--- config.mk ---
export PLATFORM = sky130hd
export DESIGN_NAME = hazard_stall_unit_flat
export DESIGN_NICKNAME = d
export VERILOG_FILES = /design/src/rtl/hazard_stall_unit_pkg.sv /design/src/rtl/hazard_stall_unit_if.sv /design/src/rtl/hazard_stall_unit_stats_counters.sv /design/src/rtl/hazard_stall_unit.sv /design/src/flat_wrapper.sv
export SDC_FILE = /design/constraint.sdc
export NUM_CORES = 1
export LEC_CHECK = 0
export ABC_AREA = 1
export CAP_MARGIN = 20
export CORE_MARGIN = 4
export CORE_UTILIZATION = 44
export CTS_CLUSTER_DIAMETER = 80
export CTS_CLUSTER_SIZE = 40
export DETAILED_ROUTE_END_ITERATION = 10
export GPL_TIMING_DRIVEN = 1
export PLACE_DENSITY = 0.8
export SLEW_MARGIN = 20
export SYNTH_ARGS = -nofsm -noshare
export SYNTH_HDL_FRONTEND = slang
export SYNTH_SLANG_ARGS = --single-unit
--- constraint.sdc ---
create_clock -name clk -period 2.5 [get_ports clk]
set_clock_uncertainty 0.2 [all_clocks]
set_input_delay 0.375 -clock clk [delete_from_list [all_inputs] [get_ports clk]]
set_output_delay 0.375 -clock clk [all_outputs]
set_load 0.02 [all_outputs]
--- src/rtl/hazard_stall_unit_pkg.sv ---
// Shared definitions for the hazard/stall unit: FSM state encodings, register constants
// and the default (no-hazard) pipeline control word.
package hazard_stall_unit_pkg;

  typedef enum logic [1:0] {
    ST_RUN      = 2'd0,
    ST_MD_BUSY  = 2'd1,
    ST_MD_DRAIN = 2'd2
  } md_state_e;

  localparam logic [4:0] REG_X0 = 5'd0;

  typedef struct packed {
    logic pc_write_en;
    logic if_id_write_en;
    logic id_ex_hold;
    logic if_id_flush;
    logic id_ex_flush;
    logic ex_mem_bubble;
    logic muldiv_start;
  } hazard_ctrl_t;

  // Pipeline free-running: every stage loads, nothing is squashed.
  localparam hazard_ctrl_t CTRL_IDLE = '{
    pc_write_en:    1'b1,
    if_id_write_en: 1'b1,
    id_ex_hold:     1'b0,
    if_id_flush:    1'b0,
    id_ex_flush:    1'b0,
    ex_mem_bubble:  1'b0,
    muldiv_start:   1'b0
  };

  function automatic logic load_use_hit(
    input logic       mem_read,
    input logic [4:0] rd,
    input logic [4:0] rs1,
    input logic       rs1_used,
    input logic [4:0] rs2,
    input logic       rs2_used
  );
    return mem_read && (rd != REG_X0) &&
           ((rs1_used && (rd == rs1)) || (rs2_used && (rd == rs2)));
  endfunction

endpackage

--- src/rtl/hazard_stall_unit_if.sv ---
// Pipeline-side bundle of the hazard/stall unit. With HAZARD_STATS_EN defined the
// stall/flush/muldiv statistics outputs are added.
interface hazard_stall_unit_if
`ifdef HAZARD_STATS_EN
  #(parameter int STAT_W = 32)
`endif
  ;
  logic [4:0] rs1_label_if_id_o;
  logic [4:0] rs2_label_if_id_o;
  logic       rs1_used_i;
  logic       rs2_used_i;
  logic [4:0] rd_label_id_ex_o;
  logic       mem_read_id_ex_o;
  logic       muldiv_id_ex_o;
  logic       muldiv_done_i;
  logic       branch_taken_ex_i;
  logic       pc_write_en_o;
  logic       if_id_write_en_o;
  logic       id_ex_hold_o;
  logic       if_id_flush_o;
  logic       id_ex_flush_o;
  logic       ex_mem_bubble_o;
  logic       muldiv_start_o;
  logic       muldiv_timeout_o;
`ifdef HAZARD_STATS_EN
  logic [STAT_W-1:0] stall_cycles_o;
  logic [STAT_W-1:0] flush_events_o;
  logic [STAT_W-1:0] muldiv_cycles_o;
`endif

  // Hazard unit side.
  modport master (
    input  rs1_label_if_id_o, rs2_label_if_id_o, rs1_used_i, rs2_used_i,
           rd_label_id_ex_o, mem_read_id_ex_o, muldiv_id_ex_o, muldiv_done_i,
           branch_taken_ex_i,
    output pc_write_en_o, if_id_write_en_o, id_ex_hold_o, if_id_flush_o,
           id_ex_flush_o, ex_mem_bubble_o, muldiv_start_o, muldiv_timeout_o
`ifdef HAZARD_STATS_EN
    , output stall_cycles_o, flush_events_o, muldiv_cycles_o
`endif
  );

  // Pipeline side.
  modport slave (
    output rs1_label_if_id_o, rs2_label_if_id_o, rs1_used_i, rs2_used_i,
           rd_label_id_ex_o, mem_read_id_ex_o, muldiv_id_ex_o, muldiv_done_i,
           branch_taken_ex_i,
    input  pc_write_en_o, if_id_write_en_o, id_ex_hold_o, if_id_flush_o,
           id_ex_flush_o, ex_mem_bubble_o, muldiv_start_o, muldiv_timeout_o
`ifdef HAZARD_STATS_EN
    , input stall_cycles_o, flush_events_o, muldiv_cycles_o
`endif
  );

endinterface

--- src/rtl/hazard_stall_unit_stats_counters.sv ---
// Saturating stall/flush/muldiv-busy event counters; only built with HAZARD_STATS_EN.
`ifdef HAZARD_STATS_EN
module hazard_stats_counters #(
  parameter int STAT_W = 32
) (
  input  logic              clk,
  input  logic              rst,
  input  logic              stall_s,
  input  logic              flush_s,
  input  logic              md_busy_s,
  output logic [STAT_W-1:0] stall_cycles_o,
  output logic [STAT_W-1:0] flush_events_o,
  output logic [STAT_W-1:0] muldiv_cycles_o
);

  logic [STAT_W-1:0] stall_cnt_r;
  logic [STAT_W-1:0] flush_cnt_r;
  logic [STAT_W-1:0] md_cnt_r;

  // Counters stick at all-ones instead of wrapping.
  always_ff @(posedge clk) begin
    if (rst) begin
      stall_cnt_r <= '0;
      flush_cnt_r <= '0;
      md_cnt_r    <= '0;
    end else begin
      if (stall_s && (stall_cnt_r != '1)) stall_cnt_r <= stall_cnt_r + STAT_W'(1);
      if (flush_s && (flush_cnt_r != '1)) flush_cnt_r <= flush_cnt_r + STAT_W'(1);
      if (md_busy_s && (md_cnt_r != '1))  md_cnt_r    <= md_cnt_r + STAT_W'(1);
    end
  end

  assign stall_cycles_o  = stall_cnt_r;
  assign flush_events_o  = flush_cnt_r;
  assign muldiv_cycles_o = md_cnt_r;

endmodule
`endif

--- src/rtl/hazard_stall_unit.sv ---
// Stall/flush decision for load-use, multi-cycle muldiv and taken branches.
// Optional statistics counters are enabled with HAZARD_STATS_EN.
module hazard_stall_unit
  import hazard_stall_unit_pkg::*;
#(
  parameter int MD_TIMEOUT = 40
`ifdef HAZARD_STATS_EN
  , parameter int STAT_W = 32
`endif
) (
  input  logic                clk,
  input  logic                rst,
  hazard_stall_unit_if.master hz
);

  localparam int CNT_W = $clog2(MD_TIMEOUT + 1);
  localparam logic [CNT_W-1:0] CNT_LAST = CNT_W'(MD_TIMEOUT - 1);

  md_state_e         state_r;
  md_state_e         state_nxt_s;
  logic [CNT_W-1:0]  md_cnt_r;
  logic [CNT_W-1:0]  md_cnt_nxt_s;
  logic              timeout_r;
  logic              set_timeout_s;
  logic              load_use_s;
  hazard_ctrl_t      ctrl_s;

  assign load_use_s = load_use_hit(hz.mem_read_id_ex_o, hz.rd_label_id_ex_o,
                                   hz.rs1_label_if_id_o, hz.rs1_used_i,
                                   hz.rs2_label_if_id_o, hz.rs2_used_i);

  // State, busy-cycle counter and sticky timeout flag.
  always_ff @(posedge clk) begin
    if (rst) begin
      state_r   <= ST_RUN;
      md_cnt_r  <= '0;
      timeout_r <= 1'b0;
    end else begin
      state_r   <= state_nxt_s;
      md_cnt_r  <= md_cnt_nxt_s;
      timeout_r <= timeout_r | set_timeout_s;
    end
  end

  // Next state and pipeline controls; reset cycle forces the idle control word.
  always_comb begin
    ctrl_s        = CTRL_IDLE;
    state_nxt_s   = state_r;
    md_cnt_nxt_s  = md_cnt_r;
    set_timeout_s = 1'b0;
    if (rst) begin
      state_nxt_s  = ST_RUN;
      md_cnt_nxt_s = '0;
    end else begin
      case (state_r)
        ST_RUN: begin
          if (hz.muldiv_id_ex_o) begin
            ctrl_s.pc_write_en    = 1'b0;
            ctrl_s.if_id_write_en = 1'b0;
            ctrl_s.id_ex_hold     = 1'b1;
            ctrl_s.ex_mem_bubble  = 1'b1;
            ctrl_s.muldiv_start   = 1'b1;
            state_nxt_s           = ST_MD_BUSY;
            md_cnt_nxt_s          = '0;
          end else if (hz.branch_taken_ex_i) begin
            // The dependant in ID is wrong-path, so load-use is moot here.
            ctrl_s.if_id_flush = 1'b1;
            ctrl_s.id_ex_flush = 1'b1;
          end else if (load_use_s) begin
            ctrl_s.pc_write_en    = 1'b0;
            ctrl_s.if_id_write_en = 1'b0;
            ctrl_s.id_ex_flush    = 1'b1;
          end else begin
            ctrl_s = CTRL_IDLE;
          end
        end
        ST_MD_BUSY: begin
          if (hz.muldiv_done_i) begin
            state_nxt_s  = ST_RUN;
            md_cnt_nxt_s = '0;
          end else if (md_cnt_r == CNT_LAST) begin
            ctrl_s.ex_mem_bubble = 1'b1;
            set_timeout_s        = 1'b1;
            state_nxt_s          = ST_MD_DRAIN;
            md_cnt_nxt_s         = '0;
          end else begin
            ctrl_s.pc_write_en    = 1'b0;
            ctrl_s.if_id_write_en = 1'b0;
            ctrl_s.id_ex_hold     = 1'b1;
            ctrl_s.ex_mem_bubble  = 1'b1;
            md_cnt_nxt_s          = md_cnt_r + CNT_W'(1);
          end
        end
        ST_MD_DRAIN: begin
          state_nxt_s = ST_RUN;
        end
        default: begin
          state_nxt_s  = ST_RUN;
          md_cnt_nxt_s = '0;
        end
      endcase
    end
  end

  assign hz.pc_write_en_o    = ctrl_s.pc_write_en;
  assign hz.if_id_write_en_o = ctrl_s.if_id_write_en;
  assign hz.id_ex_hold_o     = ctrl_s.id_ex_hold;
  assign hz.if_id_flush_o    = ctrl_s.if_id_flush;
  assign hz.id_ex_flush_o    = ctrl_s.id_ex_flush;
  assign hz.ex_mem_bubble_o  = ctrl_s.ex_mem_bubble;
  assign hz.muldiv_start_o   = ctrl_s.muldiv_start;
  assign hz.muldiv_timeout_o = timeout_r;

`ifdef HAZARD_STATS_EN
  hazard_stats_counters #(.STAT_W(STAT_W)) u_stats (
    .clk             (clk),
    .rst             (rst),
    .stall_s         (~ctrl_s.pc_write_en),
    .flush_s         (ctrl_s.if_id_flush),
    .md_busy_s       ((state_r == ST_MD_BUSY) && !rst),
    .stall_cycles_o  (hz.stall_cycles_o),
    .flush_events_o  (hz.flush_events_o),
    .muldiv_cycles_o (hz.muldiv_cycles_o)
  );
`endif

endmodule
--- src/flat_wrapper.sv ---
// flat-port wrapper written by rule: the top's interface ports become plain ports
module hazard_stall_unit_flat import hazard_stall_unit_pkg::*;
#(
  parameter int MD_TIMEOUT = 40

)
  (clk, rst, hz_rs1_label_if_id_o, hz_rs2_label_if_id_o, hz_rs1_used_i, hz_rs2_used_i, hz_rd_label_id_ex_o, hz_mem_read_id_ex_o, hz_muldiv_id_ex_o, hz_muldiv_done_i, hz_branch_taken_ex_i, hz_pc_write_en_o, hz_if_id_write_en_o, hz_id_ex_hold_o, hz_if_id_flush_o, hz_id_ex_flush_o, hz_ex_mem_bubble_o, hz_muldiv_start_o, hz_muldiv_timeout_o);
  hazard_stall_unit_if hz_i ();
  input  logic clk;
  input  logic rst;
  input wire logic [$bits(hz_i.rs1_label_if_id_o)-1:0] hz_rs1_label_if_id_o;
  input wire logic [$bits(hz_i.rs2_label_if_id_o)-1:0] hz_rs2_label_if_id_o;
  input wire logic [$bits(hz_i.rs1_used_i)-1:0] hz_rs1_used_i;
  input wire logic [$bits(hz_i.rs2_used_i)-1:0] hz_rs2_used_i;
  input wire logic [$bits(hz_i.rd_label_id_ex_o)-1:0] hz_rd_label_id_ex_o;
  input wire logic [$bits(hz_i.mem_read_id_ex_o)-1:0] hz_mem_read_id_ex_o;
  input wire logic [$bits(hz_i.muldiv_id_ex_o)-1:0] hz_muldiv_id_ex_o;
  input wire logic [$bits(hz_i.muldiv_done_i)-1:0] hz_muldiv_done_i;
  input wire logic [$bits(hz_i.branch_taken_ex_i)-1:0] hz_branch_taken_ex_i;
  output wire logic [$bits(hz_i.pc_write_en_o)-1:0] hz_pc_write_en_o;
  output wire logic [$bits(hz_i.if_id_write_en_o)-1:0] hz_if_id_write_en_o;
  output wire logic [$bits(hz_i.id_ex_hold_o)-1:0] hz_id_ex_hold_o;
  output wire logic [$bits(hz_i.if_id_flush_o)-1:0] hz_if_id_flush_o;
  output wire logic [$bits(hz_i.id_ex_flush_o)-1:0] hz_id_ex_flush_o;
  output wire logic [$bits(hz_i.ex_mem_bubble_o)-1:0] hz_ex_mem_bubble_o;
  output wire logic [$bits(hz_i.muldiv_start_o)-1:0] hz_muldiv_start_o;
  output wire logic [$bits(hz_i.muldiv_timeout_o)-1:0] hz_muldiv_timeout_o;
  assign hz_i.rs1_label_if_id_o = hz_rs1_label_if_id_o;
  assign hz_i.rs2_label_if_id_o = hz_rs2_label_if_id_o;
  assign hz_i.rs1_used_i = hz_rs1_used_i;
  assign hz_i.rs2_used_i = hz_rs2_used_i;
  assign hz_i.rd_label_id_ex_o = hz_rd_label_id_ex_o;
  assign hz_i.mem_read_id_ex_o = hz_mem_read_id_ex_o;
  assign hz_i.muldiv_id_ex_o = hz_muldiv_id_ex_o;
  assign hz_i.muldiv_done_i = hz_muldiv_done_i;
  assign hz_i.branch_taken_ex_i = hz_branch_taken_ex_i;
  assign hz_pc_write_en_o = hz_i.pc_write_en_o;
  assign hz_if_id_write_en_o = hz_i.if_id_write_en_o;
  assign hz_id_ex_hold_o = hz_i.id_ex_hold_o;
  assign hz_if_id_flush_o = hz_i.if_id_flush_o;
  assign hz_id_ex_flush_o = hz_i.id_ex_flush_o;
  assign hz_ex_mem_bubble_o = hz_i.ex_mem_bubble_o;
  assign hz_muldiv_start_o = hz_i.muldiv_start_o;
  assign hz_muldiv_timeout_o = hz_i.muldiv_timeout_o;
  hazard_stall_unit #(.MD_TIMEOUT(MD_TIMEOUT)) u_core (.clk(clk), .rst(rst), .hz(hz_i));
endmodule
==> flow_summary_export.csv, run 1 <==
group,metric,value,unit
detailed_routing,drtPass1Iterations,4,
pwr,ir_worst_vdd,0.359,mV
placement,preCtsSetupSlack,-0.208,ns
detailed_routing,drtIter0Drc,23,
critical_path,cp.arrival,1.79,ns
timing,rsz0062_at_grt,"no",
timing,period_share,94.7,%
timing,clock.fmax,422,MHz
yosys,synth_top_area_share,24.8,%
pwr,pwr-share-comb,31.3,%
yosys,syn_avg_cell_area,5.42,sq um
critical_path,cp-start-kind,"input port",
yosys,syn_area,727,sq um
floorplan,initial_utilization,47.2,%
yosys,synth_fa_ha_area_share,1.72,%
clock_tree,htree_levels,1,
final_layout,regArea,180,sq um
placement,routabilityCongestion,0.771,
final_layout,fillers,131,
placement,numPortBuffers,30,
placement,place_hpwl,1470,microns
yosys,synth_edf_count,0,
critical_path,critical_path_class,"in -> out",
pwr,power.switching,111,uW
timing,worst_pin_slew,0.226,ns
timing,final.setup.tns,0,ns
worst_hold_path,hp-class,"reg -> reg",
yosys,synth_xor_area_share,3.61,%
yosys,ys_types,17,
clock_tree,cts_made_buffers,3,
critical_path,required,1.92,ns
clock_tree,cts_buffer_depth,2,
clock_tree,cts_num_sinks,9,
yosys,synth_top_family_by_area,"simple AND/OR/NAND/NOR gates",
status,outcome,"completed",
yosys,ys_ff_latch,9,
detailed_routing,highest_layer,"met4",
detailed_routing,routed_via_density,4.54,
global_route,grt_pass1_vias,784,
clock_tree,post_cts_resized,3,
timing,final_max_slew_viol_count,0,
detailed_routing,dr_wl_met2,781,microns
timing,relSlewSlack,84.8,%
global_route,grt_overflow_total,0,
floorplan,die_w,48.6,microns
global_route,grt_pass1_wl,3250,microns
yosys,synth_mux_area_share,0,%
pwr,p_leak,0.668,nW
clock_tree,holdBufCountCts,0,
flow_run,maxCapViolations,0,
yosys,synthTopCellsByArea,"dfxtp_1, nand2_1, inv_1",
timing,finalSetupViolCount,0,
clock_tree,clk-insertion-delay-late,0.26,ns
detailed_routing,met1_length,890,microns
pwr,power_density,346,nW/um^2
yosys,synthMostInstantiatedCell,"nand2_1",
global_route,track_usage,16.2,%
global_route,antenna_found_initial,0,
detailed_routing,dr_total_vias,849,
timing,holdWs,0.277,ns
global_route,grt_start_max_net_pins,6,
critical_path,critPathCaptureType,"output pin",
final_layout,nNetsFinal,196,
clock_tree,cts_setup_buffers,0,
clock_tree,ctsRootBufferMaster,"clkbuf_4",
critical_path,cp_max_fo,2,
yosys,synth_compound_area_share,3.44,%
detailed_routing,wire_per_inst,9.69,microns
timing,hold_viol_final,0,
floorplan,die-height,48.6,microns
final_layout,antennaDiodeCount,0,
final_layout,multi_input_area,417,sq um
timing,fin_crit,2.37,ns
pwr,p_int,270,uW
yosys,synthFlopType,"dfxtp_1",
clock_tree,tritoncts,"yes",
timing,setup_ws,0.133,ns
floorplan,die_area,2370,sq um
yosys,post-synth-top-area-cell,"dfxtp_1",
pwr,clockPowerShare,29.5,%
floorplan,io_pins,31,
yosys,ys_top_cells_by_count,"nand2_1, inv_1, nor2_1, dfxtp_1, nand3_1",
floorplan,core,1540,sq um
final_layout,drive_gt1_share,11.7,%
yosys,yosysSeqAreaShare,24.8,%
pwr,pwr-share-seq,39.2,%
yosys,synth-async-reset-ratio,0,%
detailed_routing,remaining_drc_errors,0,
pwr,power.share.switching,29.2,%
yosys,synth_nets,158,
yosys,synth_warnings,0,
detailed_routing,totalWireLength,1810,microns
clock_tree,clk_pin_slew,0.06,ns
yosys,syn-instance-count,134,
yosys,synth-simple-area-share,47.8,%
floorplan,rows,14,
detailed_routing,wl_met3,122,microns
detailed_routing,antenna_left,0,
final_layout,syn2layout_area_growth,51.5,%
-- sequential cells by signal, summed over array words and instances, names as in the netlist --
signal and flops:
u_core.hz.muldiv_timeout_o 1, u_core.md_cnt_r 6, u_core.state_r 2
-- metrics by stage --
step	area, sq um	util (%)	power, mW	cells
finish	1100	71.4	0.381	187
floorplan	727	-	0.209	134
global route	1100	71.4	0.404	187
global placement	1070	69.4	0.273	183
CTS	1090	70.9	0.384	187
detailed placement	1070	69.4	0.274	183
-- layer usage --
layer / vias up / track usage (%)
met5: - / 0
met4: 0 / 4.04
met3: 4 / 4.91
met2: 25 / 24.3
met1: 355 / 22.5
li1: 465 / -
-- layout make-up --
| cell class | instances | area share (%) |
|---|---|---|
| multi-input cells | 90 | 37.8 |
| repair buffers | 34 | 30.0 |
| flip-flops and latches | 9 | 16.4 |
| inverters | 34 | 11.6 |
| clock buffers | 4 | 2.39 |
| well taps | 16 | 1.82 |
-- worst max-delay path: stages --
cell and delay [ns]:
clkdlybuf4s50_1 0.51, nand2_2 0.07, nor3_1 0.19, clkdlybuf4s50_1 0.65
-- path summary, 6_finish.rpt --
path / start / cells after the start / slack, ns / end
hold reg to reg: u_core.hz.muldiv_timeout_o$_SDFF_PP0_ / 2 / 0.28 / u_core.hz.muldiv_timeout_o$_SDFF_PP0_
hold / removal: u_core.hz.muldiv_timeout_o$_SDFF_PP0_ / 2 / 0.28 / u_core.hz.muldiv_timeout_o$_SDFF_PP0_
setup / recovery: hz_muldiv_id_ex_o / 4 / 0.13 / hz_muldiv_start_o
setup reg to reg: u_core.md_cnt_r[0]$_SDFFE_PP0P_ / 9 / 0.94 / u_core.md_cnt_r[5]$_SDFFE_PP0P_
-- placed cells by master (no fill, tap or decap) --
master	n
clkdlybuf4s15_1	1
ha_1	1
nand4_2	1
nand3_1	8
o21ai_1	1
inv_2	3
buf_4	4
dfxtp_1	9
clkbuf_2	2
nor2_2	2
o21ai_0	3
nor3_2	1
clkdlybuf4s50_1	23
nand4_1	1
nand2_2	3
nor2_1	14
xor2_1	3
nand3_2	1
nand2_1	48
inv_1	31
clkbuf_4	3
a21oi_1	1
dlymetal6s2s_1	4
clkbuf_1	1
nor3_1	2
-- cell families after synthesis --
family | Yosys count
AOI/OAI and AO/OA | 5
adders and majority gates | 1
buffers and inverters | 35
xor gates and xnor gates | 3
DFF | 9
and+or+nand+nor | 81
-- power groups by stage --
stage	clock [mW]	combinational, mW	sequential, mW
4_1_cts	0.115	0.120	0.149
3_3_place_gp	0	0.121	0.152
6_report	0.112	0.119	0.150
2_1_floorplan	0	0.0571	0.152
3_5_place_dp	0	0.122	0.153
5_1_grt	0.121	0.133	0.150
(Power assumes the default switching activity.)
==> run 2, diff against run 1 <==
--- a/config.mk
+++ b/config.mk
@@ -8,13 +8,14 @@
 export ABC_AREA = 1
 export CAP_MARGIN = 20
 export CORE_MARGIN = 4
-export CORE_UTILIZATION = 44
+export CORE_UTILIZATION = 41
 export CTS_CLUSTER_DIAMETER = 80
 export CTS_CLUSTER_SIZE = 40
 export DETAILED_ROUTE_END_ITERATION = 10
 export GPL_TIMING_DRIVEN = 1
-export PLACE_DENSITY = 0.8
+export PLACE_DENSITY = 0.75
 export SLEW_MARGIN = 20
 export SYNTH_ARGS = -nofsm -noshare
 export SYNTH_HDL_FRONTEND = slang
 export SYNTH_SLANG_ARGS = --single-unit
+export TNS_END_PERCENT = 100
==> constraint.sdc (replaced) <==
create_clock -name clk -period 2.2 [get_ports clk]
set_clock_uncertainty 0.2 [all_clocks]
set_input_delay 0.33 -clock clk [delete_from_list [all_inputs] [get_ports clk]]
set_output_delay 0.33 -clock clk [all_outputs]
set_load 0.02 [all_outputs]
==> run 2 against run 1 <==
Against the previous run:
- non-clock buffer count up 6
- combinational power rose by 19%
- global-route usage is 0.51 points lower
- register-to-register slack got worse by 0.30 ns
- die area up 6.1%
- critical path depth is 7 higher
- critical path type unchanged
- first-iteration DRC count decreased by 8.7%
- via count is 1.2% higher
==> flow_summary_export.csv, run 2 (synthesis gave the netlist of run 1 again) <==
group,metric,value,unit
status,outcome,"completed",
floorplan,core,1590,sq um
detailed_routing,drtIter0Drc,21,
final_layout,drive_gt1_share,17.5,%
pwr,clockPowerShare,28.4,%
clock_tree,tritoncts,"yes",
floorplan,die_area,2510,sq um
critical_path,critical_path_class,"in -> out",
detailed_routing,dr_total_vias,859,
pwr,finalPower,436,uW
placement,routabilityCongestion,0.783,
global_route,grt_start_max_net_pins,6,
final_layout,antennaDiodeCount,0,
final_layout,nNetsFinal,202,
clock_tree,cts_buffer_depth,2,
detailed_routing,wl_met3,121,microns
critical_path,rrSetupSlack,0.64,ns
pwr,p_int,309,uW
placement,numPortBuffers,30,
global_route,grt_pass1_wl,3130,microns
pwr,power.switching,127,uW
detailed_routing,met1_length,896,microns
clock_tree,ctsRootBufferMaster,"clkbuf_4",
worst_hold_path,whs_path_depth,2,
global_route,grt_pass1_vias,760,
global_route,grt_overflow_total,0,
floorplan,die_w,50.1,microns
critical_path,required,1.67,ns
placement,place_hpwl,1590,microns
final_layout,largest_register_ffs,6,
final_layout,final_cell_mix,"nand2_1, inv_1, nor2_1",
detailed_routing,antenna_left,0,
flow_run,maxCapViolations,0,
clock_tree,holdBufCountCts,0,
detailed_routing,routed_via_density,4.27,
timing,fin_crit,2.10,ns
final_layout,top_register,"u_core.md_cnt_r",
detailed_routing,totalWireLength,1910,microns
pwr,power.share.switching,29.1,%
final_layout,syn2layout_area_growth,61.6,%
clock_tree,htree_levels,1,
pwr,p_leak,0.759,nW
critical_path,critPathCaptureType,"output pin",
critical_path,r2r_cells,10,
timing,finalSetupViolCount,0,
final_layout,layout_commonest_cell,"nand2_1",
pwr,ir_worst_vdd,0.413,mV
pwr,pwr-share-seq,38.9,%
worst_hold_path,worstHoldStart,"u_core.md_cnt_r[1]$_SDFFE_PP0P_",
global_route,antenna_found_initial,0,
floorplan,io_pins,31,
clock_tree,cts_made_buffers,3,
critical_path,reg2reg_from,"u_core.md_cnt_r[0]$_SDFFE_PP0P_",
timing,rsz0062_at_grt,"no",
detailed_routing,remaining_drc_errors,0,
clock_tree,cts_num_sinks,9,
timing,clock.fmax,476,MHz
floorplan,initial_utilization,45.6,%
pwr,power_density,371,nW/um^2
worst_hold_path,hp-class,"reg -> reg",
timing,final_max_slew_viol_count,0,
clock_tree,clk-insertion-delay-late,0.26,ns
clock_tree,clk_pin_slew,0.06,ns
critical_path,cp_max_fo,2,
worst_hold_path,whs_endpoint,"u_core.md_cnt_r[1]$_SDFFE_PP0P_",
detailed_routing,wire_per_inst,9.48,microns
timing,relSlewSlack,83.5,%
timing,period_share,95.4,%
floorplan,rows,14,
detailed_routing,drtPass1Iterations,4,
critical_path,cp.arrival,1.57,ns
global_route,track_usage,15.7,%
detailed_routing,dr_wl_met2,883,microns
final_layout,fin_util,73.7,%
detailed_routing,highest_layer,"met4",
pwr,pwr-share-comb,32.6,%
timing,hold_viol_final,0,
critical_path,cp-start-kind,"input port",
floorplan,die-height,50.1,microns
critical_path,worst_r2r_endpoint,"u_core.md_cnt_r[4]$_SDFFE_PP0P_",
timing,worst_pin_slew,0.246,ns
[run 2: cell types whose count changed in the layout (fill, tap and decap cells not counted), moves of 2 or more]
cell / before / now
buf_6: 0 / 2
buf_4: 4 / 10
clkdlybuf4s50_1: 23 / 11
dlygate4sd2_1: 0 / 4
dlymetal6s2s_1: 4 / 11
[run 2: power by group through the flow]
stage / clock network (mW) / registers (mW) / logic (mW)
after CTS: 0.128 / 0.169 / 0.140
after floorplan: 0 / 0.173 / 0.0649
final: 0.124 / 0.170 / 0.142
after global routing: 0.139 / 0.170 / 0.158
after detailed placement: 0 / 0.173 / 0.147
after global placement: 0 / 0.173 / 0.145
[run 2: worst max path at each step]
stage,from,end,slack (ns)
2_1_floorplan,u_core.md_cnt_r[0]$_SDFFE_PP0P_,hz_pc_write_en_o,0.38
3_3_place_gp,hz_rd_label_id_ex_o[0],hz_if_id_write_en_o,-0.39
3_5_place_dp,hz_rd_label_id_ex_o[0],hz_if_id_write_en_o,-0.44
4_1_cts,hz_rd_label_id_ex_o[1],hz_if_id_write_en_o,0.02
5_1_grt,hz_rs2_label_if_id_o[4],hz_if_id_write_en_o,0.003
6_report,hz_rs2_label_if_id_o[4],hz_if_id_write_en_o,0.10
[run 2: worst max-delay path: stages]
cell and delay [ns]:
clkdlybuf4s50_1 0.48, inv_1 0.04, nand2_1 0.04, nand2_1 0.05, nor2_1 0.10, nand3_1 0.08, nand2_1 0.09, nand3_1 0.08
nand2_1 0.08, nand2_2 0.07, buf_6 0.14
[run 2: layout make-up]
class | count | area [sq um]
clock buffer | 4 | 26.3
timing repair buffer | 40 | 390
fill | 134 | 419
tap | 24 | 30.0
multi-input combinational | 90 | 419
inverter | 34 | 128
sequential | 9 | 181
[run 2: stage by stage]
step | setup WS, ns | cells | hold slack, ns | TNS (ns) | instance area (sq um)
6_report | 0.100 | 201 | 0.281 | 0 | 1170
4_1_cts | 0.0223 | 201 | 0.304 | 0 | 1130
3_3_place_gp | -0.392 | 197 | 0.284 | -1.79 | 1120
5_1_grt | 0.00266 | 201 | 0.346 | 0 | 1170
2_1_floorplan | 0.382 | 134 | 0.202 | 0 | 727
3_5_place_dp | -0.435 | 197 | 0.285 | -2.08 | 1120
[run 2: metal layers]
metal | global-route usage [%] | vias to the layer above
li1 | - | 478
met5 | 0 | -
met3 | 6.33 | 2
met2 | 26.1 | 23
met1 | 19.7 | 356
met4 | 1.38 | 0
[run 2: repair_timing]
action | CTS | global route
buffers inserted | 0 | 0
endpoints found under the setup margin | 7 | 6
resized for setup | 17 | 22
pin swaps | 1 | 10
